$ cat src/rtl/mdu_sequencer_pkg.sv
// Shared types and constants for the multiply/divide sequencer and its divider core.
package mdu_sequencer_pkg;

  typedef enum logic [3:0] {
    MDU_NONE    = 4'd0,
    MDU_READ_HI = 4'd1,
    MDU_READ_LO = 4'd2,
    MDU_MTHI    = 4'd3,
    MDU_MTLO    = 4'd4,
    MDU_MULT    = 4'd5,
    MDU_MULTU   = 4'd6,
    MDU_DIV     = 4'd7,
    MDU_DIVU    = 4'd8,
    MDU_MADD    = 4'd9,
    MDU_MADDU   = 4'd10,
    MDU_MSUB    = 4'd11,
    MDU_MSUBU   = 4'd12
  } mdu_operation_t;

  typedef enum logic [1:0] {
    ST_IDLE    = 2'd0,
    ST_MUL     = 2'd1,
    ST_DIV     = 2'd2,
    ST_DIV_FIX = 2'd3
  } mdu_state_t;

  localparam int          MDU_DIV_CYCLES    = 33;
  localparam logic [31:0] MDU_DIV0_QUOTIENT = 32'hFFFF_FFFF;

  // Full 64-bit product; operands are extended to 64 bits before multiplying.
  function automatic logic [63:0] mdu_product(input logic [31:0] a,
                                              input logic [31:0] b,
                                              input logic        is_signed);
    logic [63:0] a_ext;
    logic [63:0] b_ext;
    a_ext = is_signed ? {{32{a[31]}}, a} : {32'd0, a};
    b_ext = is_signed ? {{32{b[31]}}, b} : {32'd0, b};
    return a_ext * b_ext;
  endfunction

endpackage

$ cat src/rtl/mdu_divider_core.sv
// Radix-2 restoring divider datapath: load latches magnitudes and signs, each step
// produces one quotient bit, and the outputs carry the sign-corrected results.
module mdu_divider_core
  import mdu_sequencer_pkg::*;
#(
  parameter int XLEN = 32
) (
  input  logic            clock,
  input  logic            reset,
  input  logic            load,
  input  logic            step,
  input  logic            is_signed,
  input  logic [XLEN-1:0] dividend,
  input  logic [XLEN-1:0] divisor,
  output logic [XLEN-1:0] quotient,
  output logic [XLEN-1:0] remainder
);

  logic [XLEN-1:0] rem_q, rem_d;
  logic [XLEN-1:0] quo_q, quo_d;
  logic [XLEN-1:0] dsr_q, dsr_d;
  logic            q_neg_q, q_neg_d;
  logic            r_neg_q, r_neg_d;
  logic            zero_q, zero_d;

  logic            a_neg, b_neg;
  logic [XLEN:0]   shifted;
  logic [XLEN:0]   diff;

  always_comb begin
    rem_d   = rem_q;
    quo_d   = quo_q;
    dsr_d   = dsr_q;
    q_neg_d = q_neg_q;
    r_neg_d = r_neg_q;
    zero_d  = zero_q;
    a_neg   = is_signed & dividend[XLEN-1];
    b_neg   = is_signed & divisor[XLEN-1];
    shifted = {rem_q, quo_q[XLEN-1]};
    diff    = shifted - {1'b0, dsr_q};
    if (load) begin
      quo_d   = a_neg ? -dividend : dividend;
      dsr_d   = b_neg ? -divisor : divisor;
      rem_d   = '0;
      q_neg_d = a_neg ^ b_neg;
      r_neg_d = a_neg;
      zero_d  = (divisor == '0);
    end else if (step) begin
      // A clear borrow bit means the trial subtraction fits.
      if (!diff[XLEN]) begin
        rem_d = diff[XLEN-1:0];
        quo_d = {quo_q[XLEN-2:0], 1'b1};
      end else begin
        rem_d = shifted[XLEN-1:0];
        quo_d = {quo_q[XLEN-2:0], 1'b0};
      end
    end
  end

  always_ff @(posedge clock or posedge reset) begin
    if (reset) begin
      rem_q   <= '0;
      quo_q   <= '0;
      dsr_q   <= '0;
      q_neg_q <= 1'b0;
      r_neg_q <= 1'b0;
      zero_q  <= 1'b0;
    end else begin
      rem_q   <= rem_d;
      quo_q   <= quo_d;
      dsr_q   <= dsr_d;
      q_neg_q <= q_neg_d;
      r_neg_q <= r_neg_d;
      zero_q  <= zero_d;
    end
  end

  // Divide-by-zero forces the all-ones quotient; the remainder naturally equals the dividend.
  assign quotient  = zero_q ? MDU_DIV0_QUOTIENT : (q_neg_q ? -quo_q : quo_q);
  assign remainder = r_neg_q ? -rem_q : rem_q;

endmodule

$ cat src/rtl/mdu_sequencer.sv
// Multiply/divide sequencer owning HI/LO; fixed-latency multiply, 33-cycle divide.
// Optional MADD/MSUB accumulate ops are built only when MDU_MADD_EN is defined.
module mdu_sequencer
  import mdu_sequencer_pkg::*;
#(
  parameter int MUL_LATENCY = 5,
  parameter int XLEN        = 32
) (
  input  logic            clock,
  input  logic            reset,
  input  logic            start,
  input  mdu_operation_t  operation,
  input  logic [XLEN-1:0] operand1,
  input  logic [XLEN-1:0] operand2,
  output logic            busy,
  output logic [XLEN-1:0] dataRead,
  output logic [XLEN-1:0] hi,
  output logic [XLEN-1:0] lo
);

  mdu_state_t        state_q, state_d;
  logic              busy_q, busy_d;
  logic [4:0]        cnt_q, cnt_d;
  logic [XLEN-1:0]   hi_q, hi_d;
  logic [XLEN-1:0]   lo_q, lo_d;
  logic [2*XLEN-1:0] prod_q, prod_d;
`ifdef MDU_MADD_EN
  logic              acc_en_q, acc_en_d;
  logic              acc_sub_q, acc_sub_d;
`endif

  logic              div_load;
  logic              div_step;
  logic              div_signed;
  logic [XLEN-1:0]   div_quo;
  logic [XLEN-1:0]   div_rem;

  always_comb begin
    state_d    = state_q;
    busy_d     = busy_q;
    cnt_d      = cnt_q;
    hi_d       = hi_q;
    lo_d       = lo_q;
    prod_d     = prod_q;
    div_load   = 1'b0;
    div_step   = 1'b0;
    div_signed = (operation == MDU_DIV);
`ifdef MDU_MADD_EN
    acc_en_d   = acc_en_q;
    acc_sub_d  = acc_sub_q;
`endif
    case (state_q)
      ST_IDLE: begin
        if (start) begin
          case (operation)
            MDU_MTHI: hi_d = operand1;
            MDU_MTLO: lo_d = operand1;
            MDU_MULT, MDU_MULTU: begin
              prod_d  = mdu_product(operand1, operand2, operation == MDU_MULT);
              state_d = ST_MUL;
              busy_d  = 1'b1;
              cnt_d   = 5'(MUL_LATENCY - 1);
`ifdef MDU_MADD_EN
              acc_en_d = 1'b0;
`endif
            end
`ifdef MDU_MADD_EN
            MDU_MADD, MDU_MADDU, MDU_MSUB, MDU_MSUBU: begin
              prod_d    = mdu_product(operand1, operand2,
                                      operation == MDU_MADD || operation == MDU_MSUB);
              state_d   = ST_MUL;
              busy_d    = 1'b1;
              cnt_d     = 5'(MUL_LATENCY - 1);
              acc_en_d  = 1'b1;
              acc_sub_d = (operation == MDU_MSUB || operation == MDU_MSUBU);
            end
`endif
            MDU_DIV, MDU_DIVU: begin
              div_load = 1'b1;
              state_d  = ST_DIV;
              busy_d   = 1'b1;
              cnt_d    = 5'(MDU_DIV_CYCLES - 2);
            end
            default: ;
          endcase
        end
      end
      ST_MUL: begin
        if (cnt_q == '0) begin
          state_d = ST_IDLE;
          busy_d  = 1'b0;
`ifdef MDU_MADD_EN
          if (acc_en_q)
            {hi_d, lo_d} = acc_sub_q ? ({hi_q, lo_q} - prod_q) : ({hi_q, lo_q} + prod_q);
          else
            {hi_d, lo_d} = prod_q;
`else
          {hi_d, lo_d} = prod_q;
`endif
        end else begin
          cnt_d = cnt_q - 5'd1;
        end
      end
      ST_DIV: begin
        div_step = 1'b1;
        if (cnt_q == '0) state_d = ST_DIV_FIX;
        else             cnt_d   = cnt_q - 5'd1;
      end
      ST_DIV_FIX: begin
        lo_d    = div_quo;
        hi_d    = div_rem;
        state_d = ST_IDLE;
        busy_d  = 1'b0;
      end
      default: state_d = ST_IDLE;
    endcase
  end

  always_ff @(posedge clock or posedge reset) begin
    if (reset) begin
      state_q   <= ST_IDLE;
      busy_q    <= 1'b0;
      cnt_q     <= '0;
      hi_q      <= '0;
      lo_q      <= '0;
      prod_q    <= '0;
`ifdef MDU_MADD_EN
      acc_en_q  <= 1'b0;
      acc_sub_q <= 1'b0;
`endif
    end else begin
      state_q   <= state_d;
      busy_q    <= busy_d;
      cnt_q     <= cnt_d;
      hi_q      <= hi_d;
      lo_q      <= lo_d;
      prod_q    <= prod_d;
`ifdef MDU_MADD_EN
      acc_en_q  <= acc_en_d;
      acc_sub_q <= acc_sub_d;
`endif
    end
  end

  mdu_divider_core #(.XLEN(XLEN)) u_div (
    .clock     (clock),
    .reset     (reset),
    .load      (div_load),
    .step      (div_step),
    .is_signed (div_signed),
    .dividend  (operand1),
    .divisor   (operand2),
    .quotient  (div_quo),
    .remainder (div_rem)
  );

  assign busy     = busy_q;
  assign hi       = hi_q;
  assign lo       = lo_q;
  assign dataRead = (operation == MDU_READ_HI) ? hi_q : lo_q;

endmodule

$ cat config.mk
export PLATFORM = sky130hd
export DESIGN_NAME = mdu_sequencer
export DESIGN_NICKNAME = d
export VERILOG_FILES = /design/src/rtl/mdu_sequencer_pkg.sv /design/src/rtl/mdu_divider_core.sv /design/src/rtl/mdu_sequencer.sv
export SDC_FILE = /design/constraint.sdc
export NUM_CORES = 2
export LEC_CHECK = 0
export CAP_MARGIN = 15
export CORE_ASPECT_RATIO = 1.5
export CORE_UTILIZATION = 55
export CTS_CLUSTER_SIZE = 30
export DETAILED_ROUTE_END_ITERATION = 10
export PLACE_DENSITY = 0.72
export SYNTH_ARGS = -nofsm -noshare
export SYNTH_HDL_FRONTEND = slang
export SYNTH_SLANG_ARGS = --single-unit
$ cat constraint.sdc
create_clock -name clock -period 8.4 [get_ports clock]
set_clock_uncertainty 0.2 [all_clocks]
set_input_delay 0.84 -clock clock [delete_from_list [all_inputs] [get_ports clock]]
set_output_delay 0.84 -clock clock [all_outputs]
set_load 0.02 [all_outputs]
Yosys cells after proc, flatten, opt, wreduce, memory -nomap -nowiden
Cells that the tools add are included.
Widths: inputs -> output; s select.
{"block": "word_totals", "mem_bits_rw": 0, "latchBits": 0, "elab_cells": 95, "mem_bits_ro": 0, "mem_count": 0, "reg_bits": 235}
{"block": "classes", "n_div": 0, "n_mux": 39, "n_bitwise": 3, "shift": 0, "reduce_logical": 16, "multipliers": 1, "order_cmp": 0, "add_sub_neg": 6, "n_eq_ne": 18}
{"op": "$mux 32", "count": 17}
{"op": "$pmux 32 s3", "count": 2}
{"op": "$mux 64", "count": 2}
{"op": "$neg 32->32", "count": 4}
{"op": "$mul 64x64->64", "count": 1}
{"op": "$sub 33x32->33", "count": 1}
{"op": "$logic_not 32->1", "count": 1}
{"op": "$pmux 5 s2", "count": 2}
{"op": "$reduce_and 4->1", "count": 5}
{"op": "$eq 4x3->1 const B", "count": 4}
{"op": "$mux 5", "count": 2}
{"op": "$ne 2x2->1 const B", "count": 5}
{"op": "$mux 1", "count": 8}
{"op": "$pmux 2 s4", "count": 1}
{"op": "$mux 2", "count": 3}
{"op": "$reduce_or 2->1", "count": 3}
{"op": "$logic_not 5->1", "count": 1}
{"op": "$sub 5x1->5 const B", "count": 1}
{"op": "$eq 2x2->1 const B", "count": 2}
{"op": "$eq 4x1->1 const B", "count": 1}
{"op": "$eq 4x2->1 const B", "count": 1}
{"op": "$eq 4x4->1 const B", "count": 1}
{"op": "$ne 2x1->1 const B", "count": 2}
{"op": "$pmux 2 s2", "count": 1}
{"op": "other kinds (10)", "count": 12}

Depth between registers and ports, before layout
{"block": "depth", "depth_word": 6, "depth_mapped": 38, "mapped_depth_nobuf": 36}

Hierarchy
Synthesis repeated with hierarchy kept, for this count alone.
{"block": "unflattened", "hier_cells": 6841, "area_unflattened_um2": 62543.7}
{"module": "mdu_sequencer", "area_each_um2": 53665.2, "n_inst": 1, "cells_per_inst": 5716}
{"module": "mdu_divider_core", "area_each_um2": 8878.5, "n_inst": 1, "cells_per_inst": 1125}

Least setup slack after synthesis
Ideal clock, no wire load.
{"block": "synth_path", "kind": "input port to flip-flop", "start": "in operation[2]", "end": "reg prod_q[62]", "arrival_ns": 9.862, "path_buffers": 3, "stages": 34, "setup_slack_ns": -1.758, "cell_sequence": "nor2b_1 -> nand2_1 -> nor2_1 -> and2_1 -> clkbuf_1 -> clkbuf_1 -> nand2_1 -> fa_1 -> inv_1 -> fa_1 -> fa_1 -> inv_1 -> fa_1 -> inv_1 -> fa_1 -> fa_1 -> fa_1 -> fa_1 -> fa_1 -> inv_1 -> fa_1 -> inv_1 -> ha_1 -> clkbuf_1 -> a21o_1 -> a21o_1 -> a21o_1 -> a21oi_1 -> nor2b_1 -> o21ai_0 -> nand2b_1 -> a21oi_1 -> a21oi_1 -> o31ai_1"}
{"block": "synth_between", "elab_chain_cells": 3, "word_cells_on_any_way": 7, "classes_between": "1 x mul; 2 x eq/ne; 2 x mux; 2 x reduce/logical"}
{"item": "start, declared", "line_no": "mdu_sequencer.sv:12", "rtl": "input mdu_operation_t operation,"}
{"item": "$eq 4x3->1 (on tied branches)", "line_no": "mdu_sequencer.sv:55, mdu_sequencer.sv:59"}
{"item": "$mux 64, or another cell as far along", "line_no": "mdu_sequencer_pkg.sv:36", "rtl": "a_ext = is_signed ? {{32{a[31]}}, a} : {32'd0, a};"}
{"item": "$mul 64x64->64 or $reduce_and 3->1 (tied branches)"}
{"item": "end signal, assigned", "line_no": "mdu_sequencer.sv:137", "rtl": "prod_q <= prod_d;"}
{"item": "end, declared", "line_no": "mdu_sequencer.sv:26", "rtl": "logic [2*XLEN-1:0] prod_q, prod_d;"}
Parallel ways exist; a longest one is shown, timed or not.
A chain may end at the register's enable or synchronous reset.

Final worst setup path
{"block": "layout_path", "start": "in operation[3]", "end": "reg prod_q[52]"}
Same word-level chain as after synthesis.

==> run_results.csv <==
group,metric,value,unit
layout,syn_to_final_growth,22.27,%
synthesis,synth_warnings,0,
synthesis,synth_top_family_by_area,"adder cells",
clock_tree,cts_tree,"done",
synthesis,ys_types,79,
place,hpwl,191300,um
grt,grt_usage,42.23,%
die,initial_core_util,55.68,%
routing,drc,0,
synthesis,synth_cells,6849,
clock_tree,clkTransAtPathRegs,0.06,ns
worst_setup_path,crit_end,"prod_q[52]",
timing,drv_slew,0,
place,dp_cells,8790,
worst_setup_path,crit_top_cell,"fa_2",
timing,setup_tns,-18.52,ns
routing,dr.pass1.iters,6,
timing,setup_ws,-0.9299,ns
clock_tree,clock_path_buffers,3,
place,gp_congestion,1.082,
worst_setup_path,cp.arrival,9.54,ns
clock_tree,cts_root_buf,"clkbuf_16",
grt,antenna_found_initial,19,
worst_setup_path,rr_startpoint,"u_div.quo_q[31]",
timing,rsz0062_at_grt,"true",
worst_setup_path,r2r_cells,15,
routing,wirelength,239000,um
timing,fmax,0.1072,GHz
run,drv_cap,0,
die,core,111900,sq um
die,rows,150,
hold_path,hold_class,"reg2reg",
routing,drt_iter0_drc,4327,
die,die_height,414.1,um
synthesis,ys.flop_type,"dfrtp_1",
worst_setup_path,crit_path_start_kind,"input port",
worst_setup_path,cpPeakStageDelay,0.60,ns
die,die_area,114600,sq um
place,port_buffers,167,
worst_setup_path,worstPathRequired,8.61,ns
die,ios,168,
timing,tightest_slew,1.262,ns
layout,n_fill_cell,8645,
synthesis,seq_area_frac_synth,9.443,%
grt,grt_max_degree,110,
timing,min_period,9.330,ns
layout,final_cell_count_no_fill,9016,
synthesis,synth_area_leaders,"fa_1 (46%), inv_1 (9.5%), dfrtp_1 (9.4%)",
grt,grt_overflow,0,
layout,final_nets,9386,
worst_setup_path,r2r_end,"u_div.rem_q[0]",
worst_setup_path,crit_start,"operation[3]",
synthesis,synth_edf_count,0,
grt,grt_pass1_wl,351300,um
routing,wire_per_inst,26.51,um
clock_tree,numCtsBuffers,23,
timing,timing.final.setup_violations,33,
routing,via_per_inst,5.832,
timing,post-route-period-util,111.1,%
synthesis,synth-simple-area-share,13.09,%
synthesis,synth-seq-cells,235,
synthesis,synth_fa_ha_area_share,52.77,%
clock_tree,clock_latency,0.56,ns
synthesis,synth_mux_area_share,1.569,%
synthesis,synth-compound-area-share,7.536,%
worst_setup_path,crit_type,"in2reg",
timing,finalHoldViolations,0,
routing,route.vias.total,52580,
timing,relSlewSlack,15.50,%
synthesis,synth-xor-area-share,3.729,%
worst_setup_path,cpMaxStageDelayCell,"fa_1",
synthesis,synth.top_cell.area_share,45.65,%
status,status,"finished, violations left",
synthesis,avgSynthCellArea,9.093,sq um
synthesis,yosysTopAreaCell,"fa_1",
synthesis,synth_area,62280,sq um
synthesis,synth_common_cells,"inv_1 (1577), fa_1 (1420), nand2_1 (933), and2_1 (401), ha_1 (354)",
routing,postRouteAntennaNets,0,
worst_setup_path,endpoint_kind,"flop",
clock_tree,htreeDepth,1,
synthesis,synth_most_common_cell,"inv_1",
die,die_w,276.8,um
worst_setup_path,crit_path_max_fanout,5,
grt,grt_pass1_vias,57905,
synthesis,synthArstFlopShare,100.0,%
worst_setup_path,ff2ff_setup_slack,3.60,ns
layout,drive_gt1_share,20.67,%
clock_tree,clock_sinks,235,
status,violations,"negative setup slack",
synthesis,synth_nets,8694,
-- registers in the layout (all words and copies together), names as in the netlist --
name and cells:
u_div.quo_q 32, u_div.r_neg_q 1, busy 1, hi 32, u_div.zero_q 1, u_div.dsr_q 32, state_q 2, u_div.rem_q 32
prod_q 64, cnt_q 5, u_div.q_neg_q 1, lo 32
-- worst max-delay path, delay by kind of cell --
kind	cells	cell delay, ns
simple gates	8	1.14
compound gates	5	1.01
xor+xnor	1	0.20
buf+inv	12	1.23
fa+ha+maj	11	5.11
-- metrics by stage --
step | area, sq um | hold slack (ns) | setup slack, ns | util, %
global placement | 70540 | 0.2646 | -1.943 | 63.06
CTS | 74440 | 0.2805 | -0.8333 | 66.55
global route | 76120 | 0.3008 | -1.177 | 68.05
detailed placement | 70540 | 0.2660 | -2.054 | 63.06
floorplan | 62890 | 0.2467 | -0.8275 | -
finish | 76150 | 0.2801 | -0.9299 | 68.07
-- layout make-up --
| cell class | instances | area, sq um | area share, % |
|---|---|---|---|
| multi-input cells | 4650 | 51460 | 67.58 |
| repair buffers | 1052 | 10190 | 13.39 |
| inverters | 1579 | 5952 | 7.816 |
| flip-flops and latches | 235 | 5881 | 7.723 |
| well taps | 1444 | 1807 | 2.373 |
| clock buffers | 33 | 663.1 | 0.8709 |
| clock inverters | 7 | 155.1 | 0.2037 |
| diodes | 16 | 40.04 | 0.05258 |
-- how the worst min path moves through the flow --
stage	slack (ns)	to	start	cells after the start
floorplan	0.25	prod_q[1]	prod_q[1]	2
global placement	0.26	u_div.dsr_q[2]	u_div.dsr_q[2]	2
detailed placement	0.27	prod_q[0]	prod_q[0]	2
CTS	0.28	prod_q[0]	prod_q[0]	2
global route	0.30	prod_q[54]	prod_q[54]	2
finish	0.28	prod_q[0]	prod_q[0]	2
-- logic make-up (layout without fill, tap and decap cells) --
| logic type | count (synthesis) | count (layout) |
|---|---|---|
| buffers and inverters | 1964 | 2671 |
| adder cells (fa/ha/maj) | 1775 | 1775 |
| AND/OR/NAND/NOR | 1755 | 1755 |
| AO/OA/AOI/OAI | 764 | 764 |
| XOR/XNOR | 263 | 263 |
| flip-flops | 235 | 235 |
| multiplexers | 93 | 93 |
| other | 0 | 16 |
-- cells in the final DEF, fill, tap and decap left out, types with 25 or more instances in the layout --
| cell type | count |
|---|---|
| o31ai_1 | 32 |
| a21o_1 | 44 |
| nor3_1 | 27 |
| xnor2_1 | 173 |
| buf_4 | 674 |
| a21oi_2 | 26 |
| nor2_1 | 175 |
| nand2_1 | 867 |
| buf_6 | 118 |
| xor2_1 | 66 |
| inv_1 | 1470 |
| mux2_2 | 34 |
| nand2_2 | 42 |
| a22oi_1 | 57 |
| ha_1 | 312 |
| nand2b_1 | 26 |
| a21oi_1 | 123 |
| dfrtp_1 | 235 |
| clkbuf_16 | 27 |
| clkdlybuf4s50_1 | 107 |
| a31oi_1 | 64 |
| ha_4 | 39 |
| and2_1 | 388 |
| mux2i_1 | 56 |
| buf_12 | 82 |
| inv_2 | 100 |
| buf_8 | 25 |
| o21ai_1 | 34 |
| o21ai_0 | 215 |
| fa_1 | 1277 |
| fa_2 | 143 |
| nand3_1 | 26 |
-- layer usage --
layer	GRT usage [%]	wire, um	vias up
met5	0	71	-
met4	48.37	34360	10
met3	8.585	18900	1291
met2	71.08	115400	2883
met1	40.57	70230	26516
li1	-	-	21880
-- timing repair --
item,4_1_cts,5_1_grt
endpoints found under the setup margin,47,44
hold buffers,0,0
gates cloned,11,4
pin swaps,273,264
buffers inserted,113,75
gates resized for setup,604,360
Power is left out: the tool's default activity adds up to more than one toggle a clock period on the data nets, which glitch-free logic cannot reach.
